**src/rtl/restoring_div_if.sv**
```systemverilog
`default_nettype none
// ============================================================================
// Module      : restoring_div_if
// Description : Start/busy/done handshake and operand/result bundle for the
//               restoring divider. The master drives the request and
//               operands. The slave (the divider) returns status and results.
//               Signals:
//                 start    - request, honoured only while busy is low
//                 dividend - 2W-bit unsigned dividend
//                 divisor  - W-bit unsigned divisor
//                 busy     - division in progress
//                 done     - one-cycle result-valid pulse
//                 q, r     - quotient / remainder, held until next completion
//                 ovf, dz  - quotient overflow / divide-by-zero flags
// Revision    : 1.0 - initial release
// ============================================================================
interface restoring_div_if #(
  parameter int W = 5
);
  logic           start;
  logic [2*W-1:0] dividend;
  logic [W-1:0]   divisor;
  logic           busy;
  logic           done;
  logic [W-1:0]   q;
  logic [W-1:0]   r;
  logic           ovf;
  logic           dz;

  modport master (
    output start, dividend, divisor,
    input  busy, done, q, r, ovf, dz
  );

  modport slave (
    input  start, dividend, divisor,
    output busy, done, q, r, ovf, dz
  );
endinterface
`default_nettype wire

```
**src/rtl/restoring_div.sv**
```systemverilog
`default_nettype none
// ============================================================================
// Module      : restoring_div
// Description : Sequential unsigned restoring divider. It divides a 2W-bit
//               dividend by a W-bit divisor and retires one quotient bit per
//               clock. The result is a W-bit quotient and a W-bit remainder.
//               Ports:
//                 clk    - rising-edge clock
//                 rst    - synchronous active-high reset
//                 div_if - restoring_div_if.slave (start/operands in,
//                          busy/done/q/r/ovf/dz out)
//               Optional feature macro: WDIV_EARLY_EXIT_EN
//                 When it is defined, overflow or divide-by-zero requests
//                 skip the iteration phase. done then pulses in the cycle
//                 right after the accepting edge.
// Revision    : 1.0 - initial release
// ============================================================================
module restoring_div #(
  parameter int W = 5
) (
  input  wire logic        clk,
  input  wire logic        rst,
  restoring_div_if.slave   div_if
);

  localparam int CW = $clog2(W);
  localparam logic [CW-1:0] LAST_STEP = CW'(W - 1);

  typedef enum logic [0:0] {
    IDLE = 1'b0,
    RUN  = 1'b1
  } state_t;

  state_t         state_q, state_d;
  logic [CW-1:0]  cnt_q, cnt_d;
  logic [W-1:0]   rem_q, rem_d;   // partial remainder
  logic [W-1:0]   sh_q, sh_d;     // dividend low half shifting out, quotient shifting in
  logic [W-1:0]   dvs_q, dvs_d;   // captured divisor
  logic           err_q, err_d;   // overflow seen at accept
  logic           dzp_q, dzp_d;   // divide-by-zero seen at accept
  logic           done_q, done_d;
  logic [W-1:0]   q_q, q_d;
  logic [W-1:0]   r_q, r_d;
  logic           ovf_q, ovf_d;
  logic           dz_q, dz_d;

  // Error classification at accept. A zero divisor always satisfies the
  // high-half >= divisor test, so dz implies ovf without extra logic.
  logic           w_ovf_n;
  logic           w_dz_n;
  assign w_ovf_n = (div_if.dividend[2*W-1:W] >= div_if.divisor);
  assign w_dz_n  = (div_if.divisor == '0);

  // One restoring step. When the division cannot overflow, the subtracted
  // value always fits in W bits. The low-W-bit subtraction is therefore
  // exact, and T[W] is only needed for the compare.
  logic [W:0]     w_t;
  logic           w_ge;
  logic [W-1:0]   w_rem_next;
  logic [W-1:0]   w_sh_next;
  assign w_t        = {rem_q, sh_q[W-1]};
  assign w_ge       = (w_t >= {1'b0, dvs_q});
  assign w_rem_next = w_ge ? (w_t[W-1:0] - dvs_q) : w_t[W-1:0];
  assign w_sh_next  = {sh_q[W-2:0], w_ge};

  always_comb begin
    state_d = state_q;
    cnt_d   = cnt_q;
    rem_d   = rem_q;
    sh_d    = sh_q;
    dvs_d   = dvs_q;
    err_d   = err_q;
    dzp_d   = dzp_q;
    done_d  = 1'b0;
    q_d     = q_q;
    r_d     = r_q;
    ovf_d   = ovf_q;
    dz_d    = dz_q;

    unique case (state_q)
      IDLE: begin
        if (div_if.start) begin
          dvs_d = div_if.divisor;
          rem_d = div_if.dividend[2*W-1:W];
          sh_d  = div_if.dividend[W-1:0];
          err_d = w_ovf_n;
          dzp_d = w_dz_n;
          cnt_d = '0;
`ifdef WDIV_EARLY_EXIT_EN
          if (w_ovf_n) begin
            done_d = 1'b1;
            q_d    = '1;
            r_d    = '0;
            ovf_d  = 1'b1;
            dz_d   = w_dz_n;
          end else begin
            state_d = RUN;
          end
`else
          state_d = RUN;
`endif
        end
      end

      RUN: begin
        rem_d = w_rem_next;
        sh_d  = w_sh_next;
        cnt_d = cnt_q + 1'b1;
        if (cnt_q == LAST_STEP) begin
          state_d = IDLE;
          done_d  = 1'b1;
          if (err_q) begin
            // The iteration result is meaningless on overflow and is dropped.
            q_d   = '1;
            r_d   = '0;
            ovf_d = 1'b1;
            dz_d  = dzp_q;
          end else begin
            q_d   = w_sh_next;
            r_d   = w_rem_next;
            ovf_d = 1'b0;
            dz_d  = 1'b0;
          end
        end
      end

      default: state_d = IDLE;
    endcase
  end

  always_ff @(posedge clk) begin
    if (rst) begin
      state_q <= IDLE;
      cnt_q   <= '0;
      rem_q   <= '0;
      sh_q    <= '0;
      dvs_q   <= '0;
      err_q   <= 1'b0;
      dzp_q   <= 1'b0;
      done_q  <= 1'b0;
      q_q     <= '0;
      r_q     <= '0;
      ovf_q   <= 1'b0;
      dz_q    <= 1'b0;
    end else begin
      state_q <= state_d;
      cnt_q   <= cnt_d;
      rem_q   <= rem_d;
      sh_q    <= sh_d;
      dvs_q   <= dvs_d;
      err_q   <= err_d;
      dzp_q   <= dzp_d;
      done_q  <= done_d;
      q_q     <= q_d;
      r_q     <= r_d;
      ovf_q   <= ovf_d;
      dz_q    <= dz_d;
    end
  end

  assign div_if.busy = (state_q == RUN);
  assign div_if.done = done_q;
  assign div_if.q    = q_q;
  assign div_if.r    = r_q;
  assign div_if.ovf  = ovf_q;
  assign div_if.dz   = dz_q;

endmodule
`default_nettype wire

```
**src/flat_wrapper.sv**
```systemverilog
// flat-port wrapper written by rule: the top's interface ports become plain ports
module restoring_div_flat 
#(
  parameter int W = 5
)
  (clk, rst, div_if_start, div_if_dividend, div_if_divisor, div_if_busy, div_if_done, div_if_q, div_if_r, div_if_ovf, div_if_dz);
  restoring_div_if #(.W(W)) div_if_i ();
  input  wire logic clk;
  input  wire logic rst;
  input wire logic [$bits(div_if_i.start)-1:0] div_if_start;
  input wire logic [$bits(div_if_i.dividend)-1:0] div_if_dividend;
  input wire logic [$bits(div_if_i.divisor)-1:0] div_if_divisor;
  output wire logic [$bits(div_if_i.busy)-1:0] div_if_busy;
  output wire logic [$bits(div_if_i.done)-1:0] div_if_done;
  output wire logic [$bits(div_if_i.q)-1:0] div_if_q;
  output wire logic [$bits(div_if_i.r)-1:0] div_if_r;
  output wire logic [$bits(div_if_i.ovf)-1:0] div_if_ovf;
  output wire logic [$bits(div_if_i.dz)-1:0] div_if_dz;
  assign div_if_i.start = div_if_start;
  assign div_if_i.dividend = div_if_dividend;
  assign div_if_i.divisor = div_if_divisor;
  assign div_if_busy = div_if_i.busy;
  assign div_if_done = div_if_i.done;
  assign div_if_q = div_if_i.q;
  assign div_if_r = div_if_i.r;
  assign div_if_ovf = div_if_i.ovf;
  assign div_if_dz = div_if_i.dz;
  restoring_div #(.W(W)) u_core (.clk(clk), .rst(rst), .div_if(div_if_i));
endmodule
```
**config.mk**
```make
export PLATFORM = sky130hd
export DESIGN_NAME = restoring_div_flat
export DESIGN_NICKNAME = d
export VERILOG_FILES = /design/src/rtl/restoring_div_if.sv /design/src/rtl/restoring_div.sv /design/src/flat_wrapper.sv
export SDC_FILE = /design/constraint.sdc
export NUM_CORES = 1
export LEC_CHECK = 0
export CAP_MARGIN = 40
export CORE_MARGIN = 1
export CORE_UTILIZATION = 30
export DETAILED_ROUTE_END_ITERATION = 16
export PLACE_DENSITY_LB_ADDON = 0.25
export SLEW_MARGIN = 40
export SYNTH_ARGS = -nofsm -noshare
export SYNTH_HDL_FRONTEND = slang
export SYNTH_SLANG_ARGS = --single-unit
```
**constraint.sdc**
```tcl
create_clock -name clk -period 2.6 [get_ports clk]
set_clock_uncertainty 0.2 [all_clocks]
set_input_delay 0.78 -clock clk [delete_from_list [all_inputs] [get_ports clk]]
set_output_delay 0.78 -clock clk [all_outputs]
set_load 0.01 [all_outputs]
```
Yosys cells after proc, flatten, opt, wreduce, memory -nomap -nowiden
Index checks and enable logic that the tools add are counted.
W data, S select, Z words.
{"block": "classes", "addsub": 2, "n_lt_le_gt_ge": 2, "bitwise_logic": 1, "muxes": 15, "eq_ne": 2, "n_reduce_logical": 4}
{"op": "$mux W5", "count": 5}
{"op": "$pmux W5 S2", "count": 2}
{"op": "$ge A6 B5 Y1", "count": 1}
{"op": "$pmux W3 S2", "count": 1}
{"op": "$ge A5 B5 Y1", "count": 1}
{"op": "$logic_not A5 Y1", "count": 1}
{"op": "$mux W1", "count": 5}
{"op": "$sub A5 B5 Y5", "count": 1}
{"op": "$reduce_and A2 Y1", "count": 2}
{"op": "$add A3 B1 Y3 const B", "count": 1}
{"op": "$eq A3 B3 Y1 const B", "count": 1}
{"op": "$mux W3", "count": 1}
{"op": "$ne A2 B2 Y1 const B", "count": 1}
{"op": "$pmux W1 S2", "count": 1}
{"op": "$reduce_or A2 Y1", "count": 1}
{"op": "$not A1 Y1", "count": 1}
{"block": "word_totals", "ff_bits": 34, "wordCells": 38, "input_bits": 18}

Depth between registers and ports, before layout
{"block": "logic_depth", "depth_word": 3, "depth_mapped": 8}

Worst setup path after synthesis
Ideal clock, no wire load.
{"block": "synth_timing", "kind": "reg-to-reg", "from": "reg u_core.sh_q[4]", "to": "reg u_core.rem_q[0]", "synth_period_minus_slack_ns": 2.107, "n_path_buf": 0, "setup_slack_ns": 0.493, "setup_ns": 0.075, "stages_incl_launch_ff": 9, "t_arrival_ns": 1.832, "cell_sequence": "dfxtp_1 inv_1 ha_1 inv_1 fa_1 a21oi_1 o221ai_4 mux2_4 o22ai_1"}
{"block": "synth_between", "elab_chain_len": 3}
{"item": "start: declaration", "line": "restoring_div.sv:37", "rtl": "logic [W-1:0] sh_q, sh_d;"}
{"item": "start signal: assignment", "line": "restoring_div.sv:136", "rtl": "sh_q <= '0;"}
{"item": "start signal: assignment", "line": "restoring_div.sv:149", "rtl": "sh_q <= sh_d;"}
{"item": "$sub A5 B5 Y5 or $ge A6 B5 Y1 (tied branches)", "line": "restoring_div.sv:63, restoring_div.sv:62"}
{"item": "$mux W5 *", "line": "restoring_div.sv:63", "rtl": "assign w_rem_next = w_ge ? (w_t[W-1:0] - dvs_q) : w_t[W-1:0];"}
{"item": "$pmux W5 S2 *", "line": "restoring_div.sv:80", "rtl": "unique case (state_q)"}
{"item": "end signal: assignment", "line": "restoring_div.sv:148", "rtl": "rem_q <= rem_d;"}
{"item": "end: declaration", "line": "restoring_div.sv:36", "rtl": "logic [W-1:0] rem_q, rem_d;"}
Mark *: on every way between the ends. The rest lies on a longest branch, timed or not.
A chain may end at the register's enable or synchronous reset.

Worst setup path after layout
Same ends and word-level chain as after synthesis.

==> impl_results.md <==
- Hold Buf Count CTS: 0
- Port Buffers: 31
- Slowest CP cell: fa_1
- CTS tree: done
- First-pass GRT wire length: 6.58 mm
- GPL Wtd Cong: 0.721
- Num rows: 27
- Io pins: 32
- Die height: 78.3 um
- DP HPWL: 2.98 mm
- Inserted Clock Buffers: 5
- FMAX: 425 MHz
- #FFs+latches synth: 34
- Number of global-route vias before repair: 1,326
- Cell Pwr Density: 559 nW/um^2
- Crit Path Max Fanout: 6
- Vias per inst: 4.77
- Layout cells sized above 1: 0.101
- Largest net degree at the start of global routing: 26
- Die ar.: 6130 sq um
- Placed instance area: 2150 sq um
- Top delay family on crit path: compound AO/OA/AOI/OAI gates
- Design area: 2230 sq um
- # Post-CTS Setup Buffers: 0
- Detailed-route DRC error count: 0
- Hold Path Cell Cnt: 2
- Headroom to the max-slew limit: 0.745
- Comb power frac: 0.241
- Post-CTS sizing: 0
- Worst-margin pin slew: 0.382 ns
- Final min period: 2.35 ns
- Area growth, synth to finish: 27.9%
- WS Path Type: reg -> reg
- Clock share of power: 0.303
- Final hold violation count: 0
- Internal: 0.866 mW
- Leakage: 0.881 nW
- Sw Ratio: 0.306
- Clk_lat worst skew: 0.29 ns
- Post-Syn Area: 1750 sq um
- Tcrit/Tclk final: 0.905
- Vias: 1,478
- Max clock buf depth: 2
- Hold Crit Class: reg -> reg
- TNS Setup: 0 ns
- Post-Route WL: 4.00 mm
- Reg power frac: 0.456
- Initial antenna violation count: 0
- Cells after synthesis: 203
- Slew Limit Fails: 0
- Final Setup Violations: 0
- NumNets Final: 269
- Antenna-violating nets left: 0
- Crit path top cell by count: inv_1
- Mean Syn Cell Area: 8.60 sq um
- Reg clk slew, reported paths: 0.07 ns
- YS warnings: 0
- Worst vdd ir: 0.226 mV
- Worst path max stage delay: 0.41 ns
- Hold Slack: 0.251 ns
- Starting Density: 0.315
- Worst path buffer plus inverter count: 2
- Max_cap viols: 0
- CTS H-tree depth: 2
- Root Driver: clkbuf_8
- RSZ-0062 raised after global routing: false
- Outcome: finished clean
- Initial DRC count: 73
- CP Cell Sequence: inv_1 -> ha_1 -> inv_1 -> fa_1 -> a21oi_1 -> o221ai_4 -> mux2_4 -> o22ai_1
- Ant diodes: 0
- Critical Path End Type: flip-flop
- Global route overflow: 0
- Core area: 5540 sq um
- Syn_nets: 234
- Arr. time, crit path: 2.37 ns
- Worst r2r path cells: 8
- GR Util All Layers: 0.142
- Startpoint types: flip-flop
- DR WL/cell: 12.9 um
- Chip Width: 78.3 um
- Synth cell types: 39
- Critical path depth: 8
- Sequential element share of the synthesized area: 0.390
- Drt pass-1 iters: 4
- Number of clock sinks: 34
- Sw Pwr: 0.382 mW
- Crit path required time: 2.61 ns
per-layer routing:
layer  wire (um)  part of all wire  track usage  vias to the layer above
met2        1730              0.43        0.204                       32
met3         148             0.037       0.0384                        5
met4          67             0.017       0.0611                        0
li1            -                 -            -                      768
met5           0                 0            0                        -
met1        2050              0.51        0.197                      673
cells by family after synthesis:
group | count (synthesis) | share of synthesized area
xor+xnor | 3 | 0.0151
mux | 14 | 0.0846
compound gates | 39 | 0.151
fa+ha+maj | 13 | 0.0975
flops | 34 | 0.390
simple gates | 76 | 0.206
buf+inv | 24 | 0.0559
cell type report:
cell class	count	area, sq um
Multi-Input combinational cell	145	967
Fill cell	587	3310
Clock buffer	5	68.8
Tap cell	72	90.1
Sequential cell	34	681
Inverter	14	52.6
Timing Repair Buffer	38	363
Clock inverter	2	10.0
sequential cells by signal, summed over array words and instances, names as in the netlist, 3 cells and up:
name	count
u_core.div_if.q	5
u_core.div_if.r	5
u_core.dvs_q	5
u_core.rem_q	5
u_core.sh_q	5
u_core.cnt_q	3
stage by stage:
step,power [mW],std cells,util,setup WS (ns)
2_1_floorplan,0.793,203,-,0.493
3_3_place_gp,0.881,303,0.389,0.144
3_5_place_dp,0.884,303,0.389,0.120
4_1_cts,1.26,310,0.403,0.216
5_1_grt,1.32,310,0.403,0.0901
6_report,1.25,310,0.403,0.247
Yosys cell counts (all sizes together):
cell type / n / area (sq um)
nand4: 2 / 12.5
o21ai: 8 / 40.0
and2: 1 / 6.26
xnor2: 2 / 17.5
inv: 14 / 52.6
nor2b: 6 / 37.5
a211oi: 4 / 35.0
o21bai: 1 / 7.51
nand2: 11 / 41.3
xor2: 1 / 8.76
a21oi: 16 / 83.8
and3: 1 / 6.26
or3: 1 / 6.26
buf: 6 / 30.0
or2: 1 / 6.26
a31oi: 1 / 6.26
fa: 1 / 20.0
a21o: 1 / 7.51
nand3b: 1 / 7.51
nor2: 30 / 113
ha: 12 / 150
a32oi: 2 / 17.5
dfxtp: 34 / 681
o221a: 1 / 11.3
o22ai: 2 / 12.5
clkbuf: 4 / 15.0
mux2: 3 / 37.5
nand3: 6 / 40.0
mux2i: 11 / 110
nor4: 1 / 6.26
nor3: 13 / 65.1
o211ai: 2 / 15.0
o221ai: 1 / 26.3
nand2b: 2 / 12.5
cell usage in the layout, fill, tap and decap left out, types with 3 or more instances in the layout:
master	instances
a211oi_1	3
a21oi_1	15
buf_4	7
clkbuf_8	5
clkdlybuf4s50_1	31
dfxtp_1	34
ha_1	12
inv_1	14
mux2i_1	11
nand2_1	11
nand3_1	4
nor2_1	30
nor2b_1	6
nor3_1	13
o21ai_0	7
worst min-delay path, stage by stage, from the launching register on:
cell and delay, ns:
dfxtp_1 0.31, nand2_1 0.05, o21ai_1 0.05
power by group through the flow:
stage                     Combinational, mW  Clock, mW  Sequential, mW
after floorplan                       0.220          0           0.573
final                                 0.300      0.378           0.570
after global placement                0.299          0           0.582
after detailed placement              0.302          0           0.582
after global routing                  0.332      0.414           0.574
after CTS                             0.303      0.386           0.570
final timing paths:
kind,from,endpoint,slack [ns]
max,u_core.sh_q[4],u_core.rem_q[0],0.25
min,u_core.div_if.r[0],u_core.div_if.r[0],0.25
max reg2reg,u_core.sh_q[4],u_core.rem_q[0],0.25
min reg2reg,u_core.div_if.r[0],u_core.div_if.r[0],0.25
Power figures use the tool's default switching activity.
